==> config.mk <==
export PLATFORM = sky130hd
export DESIGN_NAME = mem_uncache_unit
export DESIGN_NICKNAME = d
export VERILOG_FILES = /design/src/rtl/mem_uncache_unit_pkg.sv /design/src/rtl/mem_uncache_unit.sv
export SDC_FILE = /design/constraint.sdc
export NUM_CORES = 1
export LEC_CHECK = 0
export ABC_CLOCK_PERIOD_IN_PS = 11000
export CAP_MARGIN = 20
export CORE_MARGIN = 3
export CORE_UTILIZATION = 43
export CTS_CLUSTER_DIAMETER = 60
export DETAILED_ROUTE_END_ITERATION = 10
export GPL_TIMING_DRIVEN = 0
export PLACE_DENSITY_LB_ADDON = 0.3
export SLEW_MARGIN = 5
export SYNTH_ARGS = -nofsm -noshare
export SYNTH_HDL_FRONTEND = slang
export SYNTH_SLANG_ARGS = --single-unit
export TNS_END_PERCENT = 5
==> constraint.sdc <==
create_clock -name clk -period 11 [get_ports clk]
set_input_delay 2.2 -clock clk [delete_from_list [all_inputs] [get_ports clk]]
set_output_delay 2.2 -clock clk [all_outputs]
set_load 0.05 [all_outputs]
==> src/rtl/mem_uncache_unit_pkg.sv <==
// Shared types for the uncached memory path: MEM-stage request record, FSM states, bus size codes.
// Latency: n/a (types and constants only).
// Backpressure: n/a.
package mem_uncache_unit_pkg;

    localparam int REQ_ADDR_W = 32;
    localparam int REQ_DATA_W = 32;

    // Bus transfer size codes carried on rd_type/wr_type
    localparam logic [2:0] BYTE = 3'b000;
    localparam logic [2:0] HALF = 3'b001;
    localparam logic [2:0] WORD = 3'b010;
    localparam logic [2:0] LINE = 3'b100;

    // MEM-stage memory request record (77 bits, we is the MSB)
    typedef struct packed {
        logic                  we;
        logic                  ce;
        logic [3:0]            sel;
        logic [REQ_ADDR_W-1:0] addr;
        logic [REQ_DATA_W-1:0] data;
        logic                  uncache_en;
        logic [2:0]            rd_type;
        logic [2:0]            wr_type;
    } mem_cache_struct;

    typedef enum logic [2:0] {
        IDLE,
        RD_REQ,
        RD_WAIT,
        WR_REQ,
        DRAIN,
        RESP
    } uncache_state_t;

endpackage

==> src/rtl/mem_uncache_unit.sv <==
// Turns one MEM-stage request into one cache-side bus read or write; single outstanding.
// Latency: read resp 1 cycle after last beat; write resp 1 cycle after wr_rdy.
// Backpressure: req_ready only in IDLE; bus requests held stable until rd_rdy/wr_rdy.
module mem_uncache_unit
    import mem_uncache_unit_pkg::*;
#(
    parameter int ADDR_WIDTH = 32,
    parameter int DATA_WIDTH = 32
) (
    input  logic                  clk,
    input  logic                  rst,
    input  logic                  req_valid_i,
    input  mem_cache_struct       req_i,
    output logic                  req_ready_o,
    input  logic                  flush_i,
    output logic                  resp_valid_o,
    output logic [DATA_WIDTH-1:0] resp_data_o,
    output logic                  rd_req_o,
    output logic [2:0]            rd_type_o,
    output logic [ADDR_WIDTH-1:0] rd_addr_o,
    input  logic                  rd_rdy_i,
    input  logic                  ret_valid_i,
    input  logic                  ret_last_i,
    input  logic [DATA_WIDTH-1:0] ret_data_i,
    output logic                  wr_req_o,
    output logic [2:0]            wr_type_o,
    output logic [ADDR_WIDTH-1:0] wr_addr_o,
    output logic [3:0]            wr_wstrb_o,
    output logic [DATA_WIDTH-1:0] wr_data_o,
    input  logic                  wr_rdy_i
);

    uncache_state_t        state_q, state_d;
    logic [ADDR_WIDTH-1:0] addr_q;
    logic [DATA_WIDTH-1:0] data_q;
    logic [DATA_WIDTH-1:0] rdata_q;
    logic [3:0]            sel_q;
    logic [2:0]            rd_type_q;
    logic [2:0]            wr_type_q;
    logic                  kill_q;
    logic                  accept;

    // Routing to this unit is decided upstream, so uncache_en is deliberately ignored
    logic unused_route;
    assign unused_route = req_i.uncache_en;

    // ce=0 requests see ready but are never accepted, so they vanish without a bus cycle
    assign accept = (state_q == IDLE) & req_valid_i & req_i.ce & ~flush_i;

    // State register
    always_ff @(posedge clk or posedge rst) begin
        if (rst) state_q <= IDLE;
        else     state_q <= state_d;
    end

    // Request latch, read data capture (last beat wins) and the store kill flag
    always_ff @(posedge clk or posedge rst) begin
        if (rst) begin
            addr_q    <= '0;
            data_q    <= '0;
            sel_q     <= '0;
            rd_type_q <= '0;
            wr_type_q <= '0;
            rdata_q   <= '0;
            kill_q    <= 1'b0;
        end else begin
            if (accept) begin
                addr_q    <= req_i.addr;
                data_q    <= req_i.data;
                sel_q     <= req_i.sel;
                rd_type_q <= req_i.rd_type;
                wr_type_q <= req_i.wr_type;
                rdata_q   <= '0;   // stores report zero data
            end else if (state_q == RD_WAIT && ret_valid_i) begin
                rdata_q <= ret_data_i;
            end
            // A store in flight cannot be cancelled, only its completion hidden
            if (state_q == IDLE)
                kill_q <= 1'b0;
            else if (state_q == WR_REQ && flush_i)
                kill_q <= 1'b1;
        end
    end

    // Next-state and handshake outputs
    always_comb begin
        state_d      = state_q;
        req_ready_o  = 1'b0;
        rd_req_o     = 1'b0;
        wr_req_o     = 1'b0;
        resp_valid_o = 1'b0;
        case (state_q)
            IDLE: begin
                req_ready_o = 1'b1;
                if (accept) state_d = req_i.we ? WR_REQ : RD_REQ;
            end
            RD_REQ: begin
                rd_req_o = 1'b1;
                // A read already handed to the bus must have its beats drained
                if (rd_rdy_i)     state_d = flush_i ? DRAIN : RD_WAIT;
                else if (flush_i) state_d = IDLE;
            end
            RD_WAIT: begin
                if (ret_valid_i && ret_last_i) state_d = flush_i ? IDLE : RESP;
                else if (flush_i)              state_d = DRAIN;
            end
            DRAIN: begin
                if (ret_valid_i && ret_last_i) state_d = IDLE;
            end
            WR_REQ: begin
                wr_req_o = 1'b1;
                if (wr_rdy_i) state_d = RESP;
            end
            RESP: begin
                resp_valid_o = ~kill_q & ~flush_i;
                state_d      = IDLE;
            end
            default: state_d = IDLE;
        endcase
    end

    assign resp_data_o = resp_valid_o ? rdata_q : '0;
    assign rd_addr_o   = addr_q;
    assign rd_type_o   = rd_type_q;
    assign wr_addr_o   = addr_q;
    assign wr_type_o   = wr_type_q;
    assign wr_wstrb_o  = sel_q;
    assign wr_data_o   = data_q;

endmodule

After elaboration in Yosys (flattened, before gate mapping)

Index checks and enable logic that the tools add are counted.

Eq/ne operators: 10
Magnitude comparators: 0
Add/subtract/negate cells: 0
Multiplexer cells: 20
Bitwise logic cells: 6
Divide/modulo/power cells: 0
Reduce and logical (&&, ||, !) cells: 7
$mul: 0
Shift operators: 0

Operators with widths:

| operator                                              | count |
|---|---|
| two-way mux 32 bit                                    | 3 |
| two-way mux 3 bit                                     | 9 |
| case mux 3 bit (5 select lines)                       | 1 |
| equality test 3 x 2 -> 1 bit, second input constant   | 2 |
| equality test 3 bit, second input constant            | 2 |
| two-way mux 1 bit                                     | 6 |
| inequality test 2 bit, second input constant          | 3 |
| AND reduction 5 bit                                   | 1 |
| bitwise AND 1 bit                                     | 4 |
| nonzero test 2 bit                                    | 2 |
| equality test 3 x 1 -> 1 bit, second input constant   | 1 |
| logical AND 1 bit                                     | 3 |
| logical NOT 3 bit                                     | 1 |
| inequality test 3 x 2 -> 1 bit, second input constant | 1 |
| inequality test 3 bit, second input constant          | 1 |
| two-way mux 2 bit                                     | 1 |
| NOT 1 bit                                             | 2 |

Bits in latches: 0
Memories kept: 0
Input port bits: 117
Memory bits (read-only): 0
Flip-flop bits (word level): 110
RAM bits: 0

Logic depth before layout (Yosys ltp)

Word-level depth: 6
Depth in mapped cells: 7
Mapped depth without buffers: 3

Least setup slack after synthesis

OpenSTA, ideal clock, no wires.

Kind: input to output
Start: input flush_i
End: output resp_data_o[22]
Cell stages on the path: 5
Path slack: 5.025 ns
Data required time: 8.800 ns
Arrival: 3.775 ns
Buffers on the path: 2
Cell sequence: buf_6 nor2_4 and4b_1 clkbuf_1 and2_1

Word-level cells in the longest chain between the ends: 4

RTL lines:

| item                   | RTL line                | source |
|---|---|---|
| start: declaration     | mem_uncache_unit.sv:15  | `input logic flush_i,` |
| NOT 1 bit              | mem_uncache_unit.sv:115 | `resp_valid_o = ~kill_q & ~flush_i;` |
| bitwise AND 1 bit      | mem_uncache_unit.sv:115 |  |
| two-way mux 1 bit      | mem_uncache_unit.sv:92  | `case (state_q)` |
| named net resp_valid_o | mem_uncache_unit.sv:16  | `output logic resp_valid_o,` |
| two-way mux 32 bit     | mem_uncache_unit.sv:122 | `assign resp_data_o = resp_valid_o ? rdata_q : '0;` |
| end: declaration       | mem_uncache_unit.sv:17  | `output logic [DATA_WIDTH-1:0] resp_data_o,` |

The timed path passes the listed nets, and every way through them passes these cells.

Worst setup path in the final report

Start: input flush_i
End: output resp_data_o[15]

Word-level cells in the longest chain between the ends: 4

RTL lines:

| item               | RTL line |
|---|---|
| NOT 1 bit          | mem_uncache_unit.sv:115 |
| bitwise AND 1 bit  | mem_uncache_unit.sv:115 |
| two-way mux 1 bit  | mem_uncache_unit.sv:92 |
| two-way mux 32 bit | mem_uncache_unit.sv:122 |

No other way between the ends.

==> results.md <==
- Highest clock rate: roughly 160 MHz
- WL per Instance: approximately 17 um
- Post-DP HPWL: 10840 um
- Clock share of power: 11.9%
- CP max stage delay: roughly 830 ps
- Final setup viols: 0
- Final Util: between 70% and 80%
- Crit-path slowest cell: clkdlybuf4s50_1
- Syn Inst Count: 407
- Crit. End Element: primary output
- Vias in the first global route: 3978
- Hold crit path type: reg2reg
- H-tree depth: 3
- FF+latch count, synth: 110
- Clk sink count: 110
- Cell Int Power: between 1000 and 1500 uW
- RSZ-0062 raised after global routing: no
- Pleak: 0.003453 uW
- Pre-CTS WS: between 4000 and 5000 ps
- Final Critical Period: about 6300 ps
- Post-route ant nets: 0
- Row count: 38
- DRC violations left: 0
- Vias post-DR: 3910
- Vias/cell: approximately 4.8
- CP required: 8800 ps
- Port bufs: around 260
- Routability cong.: 0.8260
- Least-Margin Pin Slew: ~800 ps
- Status: finished clean
- Max-Cap Viols: 0
- CTS Buf Count: 9
- Crit-path cells: buf_6 > nor2_4 > and4b_1 > clkbuf_1 > and2_1 > clkdlybuf4s50_1
- Power per cell area: 326.7 mW/mm^2
- Chip Height: between 100 and 150 um
- Clock root buffer: clkbuf_16
- Logic pwr share: between 60% and 70%
- Peak supply drop: between 0.3 and 0.4 mV
- Postcts setup bufs: 0
- Skew final: 7.245 ps
- Cell variety after synth: 31
- Initial Utilization: approximately 45%
- Layout cells sized above 1: 20.62%
- Longest Clk Path Bufs: 2
- IO Pins: approximately 260
- CTS tree: done
- Router iterations before antenna repair: 4
- DRT iter0 DRCs: between 100 and 150
- Post-Route WL: 13870 um
- Sw Ratio: ~47%
- Antenna violations before repair: 0
- Crit path max fanout: 10
- P&R area growth vs syn: 60.89%
- Synthesized area per cell: roughly 12 um^2
- Resized cells post-CTS: 0
- Global-route wire length before repair: between 20000 and 25000 um
- Full die area: roughly 0.013 mm^2
- PnR worst setup slack: ~4700 ps
- Clk slew on worst S/H paths: approximately 70 ps
- Slew Viols, Final: 0
- Post-synth design cell area: ~0.005 mm^2
- Total Neg Setup Slack: 0 ps
- Sequential fraction of the synthesis area: approximately 55%
- Yosys warns: 0
- Final hold vios: 0
- Worst skew pair latency: between 300 and 400 ps
- Mapped Nets: 524
- Setup CP Type: in2out
- Core Box Area: 0.01113 mm^2
- Hold slack: slightly above 500 ps
- Largest net degree at the start of global routing: 67
- Remaining Overflow, GRT: 0
- Die W: 114.0 um
- Worst path top cell family by delay: buffers and inverters
- WP buf/inv: 3
- Slew margin rel.: between 40% and 50%
- Hold buffers post-CTS: 0
- Flop pwr share: ~28%
- Nets: about 790
- Tcrit/Tclk final: 57.48%
- Global Route Usage Sum: 21.20%
- ANT cells: 0
- Arr. time, crit path: just over 4000 ps
- Sw Pwr: between 1000 and 1500 uW
- CP Launch Type: input pin
cell usage in the layout (no fill, tap or decap), drive strengths merged, types with 2 or more instances in the layout:
master and n:
nor2 5, buf 49, clkdlybuf4s50 256, nand3b 2, inv 2, and2 33, dfrtp 110, mux2 74
clkbuf 24, a21oi 3, and4b 3, nand2 67, o21ai 37
metal layers:
metal | vias up | GRT usage [%] | wire length (um)
li1 | 1851 | - | -
met1 | 1877 | 25.73 | 5285
met2 | 165 | 36.92 | 7191
met3 | 17 | 5.782 | 1142
met4 | 0 | 6.255 | 255
met5 | - | 0 | 0
power by group through the flow:
stage	Clock (uW)	Sequential (uW)	Combinational [uW]
5_1_grt	341	757	1660
6_report	313	729	1590
4_1_cts	319	732	1610
3_3_place_gp	0	724	1580
2_1_floorplan	0	1200	597
3_5_place_dp	0	737	1600
synthesized netlist by cell type:
| cell | instances | share of area (%) |
|---|---|---|
| a21oi_1 | 3 | 0.30 |
| nand3b_1 | 2 | 0.30 |
| dfrtp_1 | 110 | 55 |
| o21ai_1 | 5 | 0.50 |
| buf_6 | 2 | 0.45 |
| nand3_1 | 1 | 0.10 |
| o21ai_0 | 32 | 3.2 |
| buf_8 | 1 | 0.30 |
| a211o_1 | 1 | 0.17 |
| nand2_1 | 67 | 5.0 |
| a211oi_1 | 1 | 0.15 |
| nand2b_1 | 1 | 0.12 |
| and2_1 | 33 | 4.1 |
| and4b_1 | 3 | 0.60 |
| buf_12 | 4 | 1.6 |
| nor4bb_1 | 1 | 0.20 |
| xnor2_1 | 1 | 0.17 |
| and3b_1 | 1 | 0.17 |
| nor2_4 | 1 | 0.22 |
| inv_1 | 2 | 0.15 |
| nor2b_1 | 1 | 0.12 |
| and4_4 | 1 | 0.22 |
| buf_4 | 35 | 5.2 |
| buf_2 | 6 | 0.60 |
| a311o_1 | 1 | 0.20 |
| nand4bb_1 | 1 | 0.22 |
| mux2_2 | 36 | 8.1 |
| clkbuf_1 | 11 | 0.82 |
| mux2_4 | 38 | 11 |
| nor3_1 | 1 | 0.10 |
| nor2_1 | 4 | 0.30 |
flip-flops by register name (all words and copies together), names as in the netlist:
| signal | flops |
|---|---|
| kill_q | 1 |
| rd_addr_o | 32 |
| rd_type_o | 3 |
| rdata_q | 32 |
| state_q | 3 |
| wr_data_o | 32 |
| wr_type_o | 3 |
| wr_wstrb_o | 4 |
worst register-to-register path: stages (launching register included):
cell	delay, ps
dfrtp_1	450
nor2_4	120
and4_4	230
buf_6	140
buf_12	160
buf_8	160
mux2_4	310
cells by family (layout without fill, tap and decap cells):
kind of cell	after synthesis	in the layout	share of synthesized area (%)
buf+inv	61	333	9.154
xor+xnor	1	1	0.1746
compound gates	43	43	4.515
flops	110	110	54.88
simple gates	118	118	11.82
mux	74	74	19.46
final timing paths:
path / from / endpoint / slack, ps / depth (start not counted)
max in group asynchronous: rst / rdata_q[11]$_DFFE_PP0P_ / 7910 / 3
worst min-delay path: wr_wstrb_o[2]$_DFFE_PP0P_ / wr_wstrb_o[2]$_DFFE_PP0P_ / 510 / 1
worst min register to register: wr_wstrb_o[2]$_DFFE_PP0P_ / wr_wstrb_o[2]$_DFFE_PP0P_ / 510 / 1
worst max-delay path: flush_i / resp_data_o[15] / 4680 / 6
min in group asynchronous: rst / wr_data_o[27]$_DFFE_PP0P_ / 2390 / 2
worst max register to register: state_q[1]$_DFFE_PP0P_ / wr_data_o[1]$_DFFE_PP0P_ / 9320 / 6
layout make-up:
type | instances | area (um^2)
Fill cell | 799 | 3055
Inverter | 2 | 10.01
Sequential cell | 110 | 2753
Clock buffer | 13 | 270.3
Timing Repair Buffer | 257 | 2590
Multi-Input combinational cell | 236 | 1804
Buffer | 59 | 451.7
Tap cell | 140 | 175.2
Clock inverter | 2 | 16.27
through the flow:
step | area, um^2 | instances | total power, uW
final | 8070 | 819 | 2636
after global routing | 8070 | 819 | 2753
after CTS | 8070 | 819 | 2659
after detailed placement | 7784 | 804 | 2340
after global placement | 7754 | 803 | 2305
after floorplan | 5016 | 407 | 1799
Power figures use the tool's default switching activity.
